**config.mk**
```make
export PLATFORM = sky130hd
export DESIGN_NAME = three_way_clmul_seq
export DESIGN_NICKNAME = d
export VERILOG_FILES = /design/src/rtl/three_way_clmul_seq_pkg.sv /design/src/rtl/clmul_serial_limb.sv /design/src/rtl/three_way_clmul_seq.sv
export SDC_FILE = /design/constraint.sdc
export NUM_CORES = 1
export LEC_CHECK = 0
export BUFFER_PORTS_ARGS = -buffer_cell sky130_fd_sc_hd__buf_2
export CORE_ASPECT_RATIO = 0.7
export CORE_MARGIN = 2
export CORE_UTILIZATION = 45
export DETAILED_ROUTE_END_ITERATION = 10
export RECOVER_POWER = 100
export SETUP_SLACK_MARGIN = 0.4
export SLEW_MARGIN = 10
export SYNTH_ARGS = -nofsm -noshare
export SYNTH_HDL_FRONTEND = slang
export SYNTH_SLANG_ARGS = --single-unit
```
**constraint.sdc**
```tcl
create_clock -name clk -period 2.7 [get_ports clk]
set_input_delay 0.405 -clock clk [delete_from_list [all_inputs] [get_ports clk]]
set_output_delay 0.405 -clock clk [all_outputs]
set_load 0.03 [all_outputs]
```
**src/rtl/three_way_clmul_seq_pkg.sv**
```systemverilog
// Shared types and sizing helpers for the three-way limb-split carry-less multiplier.
package three_way_clmul_seq_pkg;

    typedef enum logic [2:0] {StIdle, StMul, StComb, StRed, StFin} state_e;

    // Limb width: the wider operand cut into three equal limbs.
    function automatic int unsigned calc_l(input int unsigned wa, input int unsigned wb);
        return ((wa > wb ? wa : wb) + 2) / 3;
    endfunction

    function automatic int unsigned calc_p(input int unsigned wa, input int unsigned wb);
        return wa + wb - 1;
    endfunction

    function automatic int unsigned calc_r(input int unsigned wa, input int unsigned wb,
                                           input int unsigned m);
        return calc_p(wa, wb) - m;
    endfunction

    localparam logic [12:0] Poly12 = 13'h1009;       // x^12 + x^3 + 1
    localparam logic [31:0] Poly31 = 32'h8000_0009;  // x^31 + x^3 + 1

endpackage

```
**src/rtl/clmul_serial_limb.sv**
```systemverilog
// Bit-serial L x L carry-less multiply engine: one shift-XOR step per enabled cycle.
module clmul_serial_limb #(
    parameter int unsigned L = 5
) (
    input  logic           clk,
    input  logic           rst,
    input  logic           clear,
    input  logic           enable,
    input  logic [L-1:0]   a_limb,
    input  logic [L-1:0]   b_limb,
    output logic [2*L-2:0] acc
);

    logic [L-1:0]   a_sh_q;
    logic [2*L-2:0] b_sh_q;
    logic [2*L-2:0] acc_q;

    // Shifting a right and b left is equivalent to acc ^= b << k when a[k] is set.
    always_ff @(posedge clk) begin
        if (rst) begin
            a_sh_q <= '0;
            b_sh_q <= '0;
            acc_q  <= '0;
        end else if (clear) begin
            a_sh_q <= a_limb;
            b_sh_q <= (2*L-1)'(b_limb);
            acc_q  <= '0;
        end else if (enable) begin
            if (a_sh_q[0]) begin
                acc_q <= acc_q ^ b_sh_q;
            end
            a_sh_q <= a_sh_q >> 1;
            b_sh_q <= b_sh_q << 1;
        end
    end

    assign acc = acc_q;

endmodule

```
**src/rtl/three_way_clmul_seq.sv**
```systemverilog
// Sequential carry-less multiplier: nine parallel limb engines, recombine, optional
// reduction modulo POLY, with a start/busy/done handshake.
module three_way_clmul_seq
    import three_way_clmul_seq_pkg::*;
#(
    parameter int unsigned WA   = 12,
    parameter int unsigned WB   = 13,
    parameter int unsigned M    = 12,
    parameter logic [M:0]  POLY = Poly12
) (
    input  logic             clk,
    input  logic             rst,
    input  logic             start,
    input  logic             reduce,
    input  logic [WA-1:0]    a,
    input  logic [WB-1:0]    b,
    output logic             busy,
    output logic             done,
    output logic [WA+WB-1:0] c
);

    localparam int unsigned L  = calc_l(WA, WB);
    localparam int unsigned P  = calc_p(WA, WB);
    localparam int unsigned EW = 3 * L;
    localparam int unsigned LW = 2 * L - 1;
    localparam int unsigned FW = 6 * L;
    localparam int unsigned KW = $clog2(L + 1);
    localparam int unsigned TW = $clog2(P + 1);

    state_e        state_q, state_d;
    logic [KW-1:0] k_q;
    logic [TW-1:0] t_q;
    logic [P-1:0]  prod_q;
    logic          red_q;
    logic          busy_q;
    logic          done_q;
    logic [P:0]    c_q;

    logic [EW-1:0] a_ext, b_ext;
    logic [LW-1:0] acc [9];
    logic          eng_clear, eng_en;
    logic [FW-1:0] comb_full;
    logic [P-1:0]  poly_ext, red_term;

    assign a_ext     = EW'(a);
    assign b_ext     = EW'(b);
    assign eng_clear = (state_q == StIdle) && start;
    assign eng_en    = (state_q == StMul);

    for (genvar i = 0; i < 3; i++) begin : g_a
        for (genvar j = 0; j < 3; j++) begin : g_b
            clmul_serial_limb #(
                .L(L)
            ) u_limb (
                .clk   (clk),
                .rst   (rst),
                .clear (eng_clear),
                .enable(eng_en),
                .a_limb(a_ext[i*L +: L]),
                .b_limb(b_ext[j*L +: L]),
                .acc   (acc[3*i+j])
            );
        end
    end

    always_comb begin
        comb_full = '0;
        for (int i = 0; i < 3; i++) begin
            for (int j = 0; j < 3; j++) begin
                comb_full = comb_full ^ (FW'(acc[3*i+j]) << (L * (i + j)));
            end
        end
    end

    assign poly_ext = P'(POLY);
    assign red_term = poly_ext << (t_q - TW'(M));

    always_ff @(posedge clk) begin
        if (rst) begin
            state_q <= StIdle;
        end else begin
            state_q <= state_d;
        end
    end

    always_comb begin
        state_d = state_q;
        unique case (state_q)
            StIdle:  if (start) state_d = StMul;
            StMul:   if (k_q == KW'(L - 1)) state_d = StComb;
            StComb:  state_d = red_q ? StRed : StFin;
            StRed:   if (t_q == TW'(M)) state_d = StFin;
            StFin:   state_d = StIdle;
            default: state_d = StIdle;
        endcase
    end

    always_ff @(posedge clk) begin
        if (rst) begin
            k_q    <= '0;
            t_q    <= '0;
            prod_q <= '0;
            red_q  <= 1'b0;
            busy_q <= 1'b0;
            done_q <= 1'b0;
            c_q    <= '0;
        end else begin
            done_q <= 1'b0;
            unique case (state_q)
                StIdle: begin
                    if (start) begin
                        red_q  <= reduce;
                        k_q    <= '0;
                        busy_q <= 1'b1;
                    end
                end
                StMul: k_q <= k_q + 1'b1;
                StComb: begin
                    prod_q <= comb_full[P-1:0];
                    t_q    <= TW'(P - 1);
                end
                StRed: begin
                    if (prod_q[t_q]) begin
                        prod_q <= prod_q ^ red_term;
                    end
                    t_q <= t_q - 1'b1;
                end
                StFin: begin
                    c_q    <= {1'b0, prod_q};
                    done_q <= 1'b1;
                    busy_q <= 1'b0;
                end
                default: ;
            endcase
        end
    end

    assign busy = busy_q;
    assign done = done_q;
    assign c    = c_q;

endmodule

```
Word level (Yosys, flattened, before mapping)

Index checks and enable logic that the tools add are counted.
Widths: inputs -> output; s select.

Bits in registers: 260
Input port bits: 29

Reductions and logical operators: 21
Add/subtract/negate cells: 3
Muxes and demuxes: 51
Bitwise logic cells: 18
Eq/ne operators: 10
Magnitude comparators: 1
Shift-type cells: 1

Operators with widths:

| cell                  | number |
|---|---|
| $mux 5                | 24 |
| $xor 9x9->9           | 9 |
| $xor 24x24->24        | 3 |
| $pmux 24 s2           | 1 |
| $mux 3                | 11 |
| $reduce_and 2->1      | 13 |
| $mux 24               | 1 |
| $shl 13x5->24 const A | 1 |
| $xor 19x24->24        | 1 |
| $xor 24x19->24        | 1 |
| $xor 14x19->19        | 1 |
| $xor 19x14->19        | 1 |
| $xor 19x19->19        | 1 |
| $xor 9x14->14         | 1 |
| $mux 2                | 6 |
| $pmux 3 s4            | 1 |
| $pmux 5 s2            | 1 |
| $reduce_bool 2->1     | 4 |
| $eq 3x2->1 const B    | 2 |
| $eq 3x3->1 const B    | 2 |
| $lt 5x6->1 const B    | 1 |
| $ne 2x2->1 const B    | 3 |
| $pmux 3 s2            | 1 |
| $bmux 1 s5            | 1 |
| 12 further kinds      | 14 |

Longest topological paths before layout

Depth in word-level cells: 9
Mapped depth: 11
Mapped depth without buffers: 8

Modules after synthesis

Synthesis repeated with hierarchy kept, for this count alone.

Cells, all modules: 1,487
Area, all modules: 14,154.8 um^2

By module, submodules not included:

| module              | instances | seq. area each (um^2) | area an instance (um^2) | cells an instance |
|---|---|---|---|---|
| clmul_serial_limb   | 9         | 460.4                 | 1,109.8                 | 108 |
| three_way_clmul_seq | 1         | 1,241.2               | 4,166.5                 | 515 |

Worst setup path after synthesis

Ideal clock, no wire load.

Kind: flip-flop to flip-flop
Start: register t_q[2]
End: register prod_q[11]
Required time: 2,568 ps
Data arrival time: 2,130 ps
Stages on the path, launching flop included: 10
Path buffers: 3
Slack: 438 ps
Clock period less this slack: 2,262 ps
Cell sequence: dfxtp_1 buf_2 inv_2 ha_1 clkbuf_1 clkbuf_1 nor4b_1 a21oi_1 o21ai_0 a21oi_1

Word-level cells in the longest chain between the ends: 5
Elaborated cells between the ends (all ways): 9
Those cells by class: add/sub (1); eq/ne (1); shift (1); mux (4); bitwise (1); reduce/logical (1)

RTL lines:

| what                   | RTL line                   | text |
|---|---|---|
| from (decl)            | three_way_clmul_seq.sv:32  | `logic [TW-1:0] t_q;` |
| from (signal assigned) | three_way_clmul_seq.sv:120 | `t_q <= TW'(P - 1);` |
| from (signal assigned) | three_way_clmul_seq.sv:126 | `t_q <= t_q - 1'b1;` |
| $sub 5x4->5            | three_way_clmul_seq.sv:76  | `assign red_term = poly_ext << (t_q - TW'(M));` |
| $shl 13x5->24          | three_way_clmul_seq.sv:76  |  |
| $xor 24x24->24         | three_way_clmul_seq.sv:124 | `prod_q <= prod_q ^ red_term;` |
| $mux 24                | three_way_clmul_seq.sv:123 | `if (prod_q[t_q]) begin` |
| $pmux 24 s2            | three_way_clmul_seq.sv:109 | `unique case (state_q)` |
| to (signal assigned)   | three_way_clmul_seq.sv:119 | `prod_q <= comb_full[P-1:0];` |
| to (signal assigned)   | three_way_clmul_seq.sv:124 |  |
| to (decl)              | three_way_clmul_seq.sv:33  | `logic [P-1:0] prod_q;` |

Parallel ways exist; a longest one is shown, timed or not. The select of a mux whose other input is x is not followed.
A chain may end at the register's enable or synchronous reset.

Worst setup path in the final report

Start: register state_q[1]
End: register g_a[1].g_b[0].u_limb.acc_q[2]

Word-level cells in the longest chain between the ends: 3
Elaborated cells between the ends (all ways): 5
Those cells by class: eq/ne (1); reduce/logical (4)

RTL lines:

| what                      | RTL line                  | text |
|---|---|---|
| from (decl)               | three_way_clmul_seq.sv:30 | `state_e state_q, state_d;` |
| from (signal assigned)    | three_way_clmul_seq.sv:80 | `state_q <= StIdle;` |
| from (signal assigned)    | three_way_clmul_seq.sv:82 | `state_q <= state_d;` |
| $logic_not 3->1           | three_way_clmul_seq.sv:47 | `assign eng_clear = (state_q == StIdle) && start;` |
| $logic_and 1x1->1         | three_way_clmul_seq.sv:47 |  |
| $reduce_or 2->1 (no line) | n/a                       |  |
| to (signal assigned)      | clmul_serial_limb.sv:30   | `acc_q <= acc_q ^ b_sh_q;` |
| to (decl)                 | clmul_serial_limb.sv:16   | `logic [2*L-2:0] acc_q;` |

Parallel ways exist; a longest one is shown, timed or not.

==> flow_summary.toml <==
[placed_design]
port_buffers = 54
placedCellCount = 1278
post-place-ws_ns = 0.498
placed_area_um2 = 8940
place_congestion = 0.946
dp_hpwl_mm = 15.6

[sta]
tightest_slew_ns = 1.17
hold_viol = 0
max_freq_mhz = 440
setup_tns_ns = 0
period_share_pct = 84.2
drv_slew = 0
rsz0062_at_grt = "false"
finalClockSkew_ns = 0.00881
fin_crit_ns = 2.27
slew_headroom_pct = 21.7
setup_viol = 0
fin_ws_ns = 0.425

[run_status]
status = "complete, but fails checks"
failed_checks = "DRC"

[grt]
grt_pass1_vias = 6310
grt_max_degree = 66
grt_pass1_wl_mm = 36.0
grt-ovfl-total = 0
grt_antenna_before_repair = 1
grt_use_total_pct = 23.2

[floorplanning]
dieArea_um2 = 19800
die_x_um = 167
die_height_um = 118
initial_core_util_pct = 46.3
ios = 56
rows = 41
core_area_um2 = 18200

[clocking]
hold_buffers = 0
post_cts_buffers = 0
cts_sinks = 177
clk_pin_slew_ns = 0.07
clock-root-buffer = "clkbuf_16"
cts_tree = "done"
clockBufferDepth = 2
cts_made_buffers = 17
h-tree-depth = 4
clkLatencyLatePin_ns = 0.43

[worst_setup_path]
cp-start-kind = "flip-flop"
worstPathArrival_ns = 2.63
critPathKind = "reg2reg"
critPathLaunch = "state_q[1]"
crit_fanout = 27
r2r_start = "state_q[1]"
critPathCaptureType = "flip-flop"
cp.required_ns = 3.05

[route]
routed_wl_mm = 22.5
drt_iter0_drc = 443
num_vias = 6978
wire_per_inst_um = 17.2
viasPerCell = 5.33
route.detailed.drc = 1
firstDrtPassIters = 8
postRouteAntennaNets = 0

[power_and_ir_drop]
combPwrFrac_pct = 17.5
cell_internal_pwr_mw = 4.50
p_sw_mw = 1.98
vdd_drop_max_uv = 352
switching_share_pct = 30.6
p_leak_nw = 3.28
p_seq_share_pct = 43.6
cellPowerDensity_nw_per_um2 = 685
p_clk_share_pct = 38.8

[yosys]
synth-seq-cells = 177
synth_area_um2 = 8410
synthArstFlopShare_pct = 0
yosys_warnings = 0
syn_area_per_cell_um2 = 8.18
synth-edff-count = 0
synth_cell_type_count = 57
syn-num-nets = 1069
ys_seq_area_share_pct = 42.1
synthFlopType = "dfxtp_1"
netlist_instances = 1029

[final_layout]
drive_gt1_share_pct = 9.96
final_cells = 1310
n_antenna_cell = 0
area_growth_pct = 12.5
nNetsFinal = 1101
fin_area_um2 = 9470

[job]
maxCapViolCount = 0

[hold_path]
hp-start = "a[9]"
hp-class = "in2reg"
-- metal layers --
metal | up-vias | wire [um] | track usage (%) | part of all wire (%)
met3 | 19 | 1420 | 4.62 | 6.3
met5 | - | 10 | 0 | 0.044
met1 | 3295 | 12000 | 38.0 | 53
met2 | 182 | 8850 | 30.0 | 39
li1 | 3480 | - | - | -
met4 | 2 | 192 | 5.71 | 0.85
-- state kept, by name (all words and copies together), names as in the netlist --
name	flops
red_q	1
k_q	3
g_a.g_b.u_limb.b_sh_q	27
done	1
c	24
busy	1
t_q	5
g_a.g_b.u_limb.a_sh_q	12
g_a.g_b.u_limb.acc	76
prod_q	24
state_q	3
-- metrics by stage --
step | util, % | total power [mW] | hold slack, ns
after detailed placement | 49.2 | 4.01 | 0.445
after global placement | 49.2 | 4.01 | 0.441
final | 52.1 | 6.49 | 0.209
after global routing | 52.1 | 6.75 | 0.210
after CTS | 52.5 | 6.52 | 0.195
after floorplan | - | 3.67 | 0.436
-- placed cells by master, fill, tap and decap left out, types with 3 or more instances in the layout --
master | synthesis | final
a31oi_1 | 5 | 5
clkbuf_16 | 0 | 17
clkinv_2 | 0 | 3
xor2_1 | 81 | 81
o21ai_0 | 15 | 15
nand3_1 | 20 | 20
nor2_1 | 123 | 123
clkinvlp_4 | 0 | 3
nor2b_1 | 4 | 4
mux2i_1 | 17 | 17
buf_4 | 1 | 23
or2_1 | 4 | 5
o32ai_2 | 8 | 7
inv_1 | 10 | 10
ha_1 | 11 | 11
nor3_1 | 18 | 18
a22oi_1 | 13 | 13
clkbuf_2 | 1 | 4
nand2b_1 | 16 | 15
clkbuf_8 | 0 | 3
mux2_2 | 3 | 3
a32o_1 | 4 | 4
o31ai_1 | 6 | 6
clkbuf_1 | 44 | 31
dfxtp_1 | 177 | 176
a32oi_1 | 6 | 6
a21oi_1 | 96 | 95
a211oi_1 | 4 | 4
buf_2 | 16 | 27
xnor2_1 | 48 | 48
o32ai_1 | 3 | 4
nand2_1 | 217 | 217
and2_0 | 0 | 3
a311oi_1 | 10 | 10
-- synthesized netlist by cell type (3+ instances only) --
cell type / n / area share (%)
o32ai_2: 8 / 1.5
o21ai_0: 15 / 0.89
a21oi_1: 96 / 5.7
mux2_2: 3 / 0.40
buf_6: 4 / 0.54
nor2b_1: 4 / 0.30
o31ai_1: 6 / 0.54
o32ai_1: 3 / 0.31
a311oi_1: 10 / 1.0
and2_1: 5 / 0.37
a32oi_1: 6 / 0.62
nor2_1: 123 / 5.5
a31oi_1: 5 / 0.37
nand2b_1: 16 / 1.2
inv_1: 10 / 0.45
ha_1: 11 / 1.6
xor2_1: 81 / 8.4
xnor2_1: 48 / 5.0
a32o_1: 4 / 0.48
or2_1: 4 / 0.30
nand3_1: 20 / 1.2
buf_1: 8 / 0.36
mux2i_1: 17 / 2.0
dfxtp_1: 177 / 42
nor3_1: 18 / 1.1
a211oi_1: 4 / 0.36
clkbuf_1: 44 / 2.0
buf_2: 16 / 0.95
nand2_1: 217 / 9.7
a22oi_1: 13 / 1.2
-- area by class of cell --
type	instances	area [um2]
Clock buffer	21	470
Clock inverter	11	126
Fill cell	1765	8690
Inverter	11	41.3
Multi-Input combinational cell	766	4480
Sequential cell	177	3540
Tap cell	236	295
Timing Repair Buffer	88	503
-- critical path: stages (launching register included) --
cell and delay, ns:
dfxtp_1 0.39, nand2b_1 0.20, nor2_1 0.42, and2_0 0.19
clkbuf_2 0.53, nand2_1 0.15, xor2_1 0.17, nor2_1 0.13
-- final timing paths --
| check | slack (ns) | endpoint | cells after the start |
|---|---|---|---|
| max | 0.43 | g_a[1].g_b[0].u_limb.acc[2] | 7 |
| min | 0.21 | g_a[1].g_b[0].u_limb.a_sh_q[4] | 3 |
| max reg2reg | 0.43 | g_a[1].g_b[0].u_limb.acc[2] | 7 |
| min reg2reg | 0.46 | g_a[0].g_b[0].u_limb.a_sh_q[2] | 2 |
-- power groups by stage --
stage	combinational (mW)	clock, mW	sequential, mW
floorplan	0.841	0	2.82
global placement	1.13	0	2.88
finish	1.14	2.52	2.83
CTS	1.13	2.56	2.82
global route	1.25	2.66	2.84
detailed placement	1.13	0	2.88
-- logic make-up (layout without fill, tap and decap cells) --
group	after synthesis	count (layout)	synth area share, %
flip-flops	177	177	42.1
buffers and inverters	86	131	4.63
adder cells (fa/ha/maj)	11	11	1.64
AO/OA/AOI/OAI	184	184	14.6
other	1	1	0.0446
XOR/XNOR	130	130	13.7
multiplexers	21	21	2.69
AND/OR/NAND/NOR	419	419	20.6
-- repair_timing --
action | CTS | global route
endpoints found under the hold margin | 0 | 0
gates resized for setup | 0 | 6
setup endpoints to repair | 0 | 15
No activity file was read; power rests on OpenSTA's default activity.
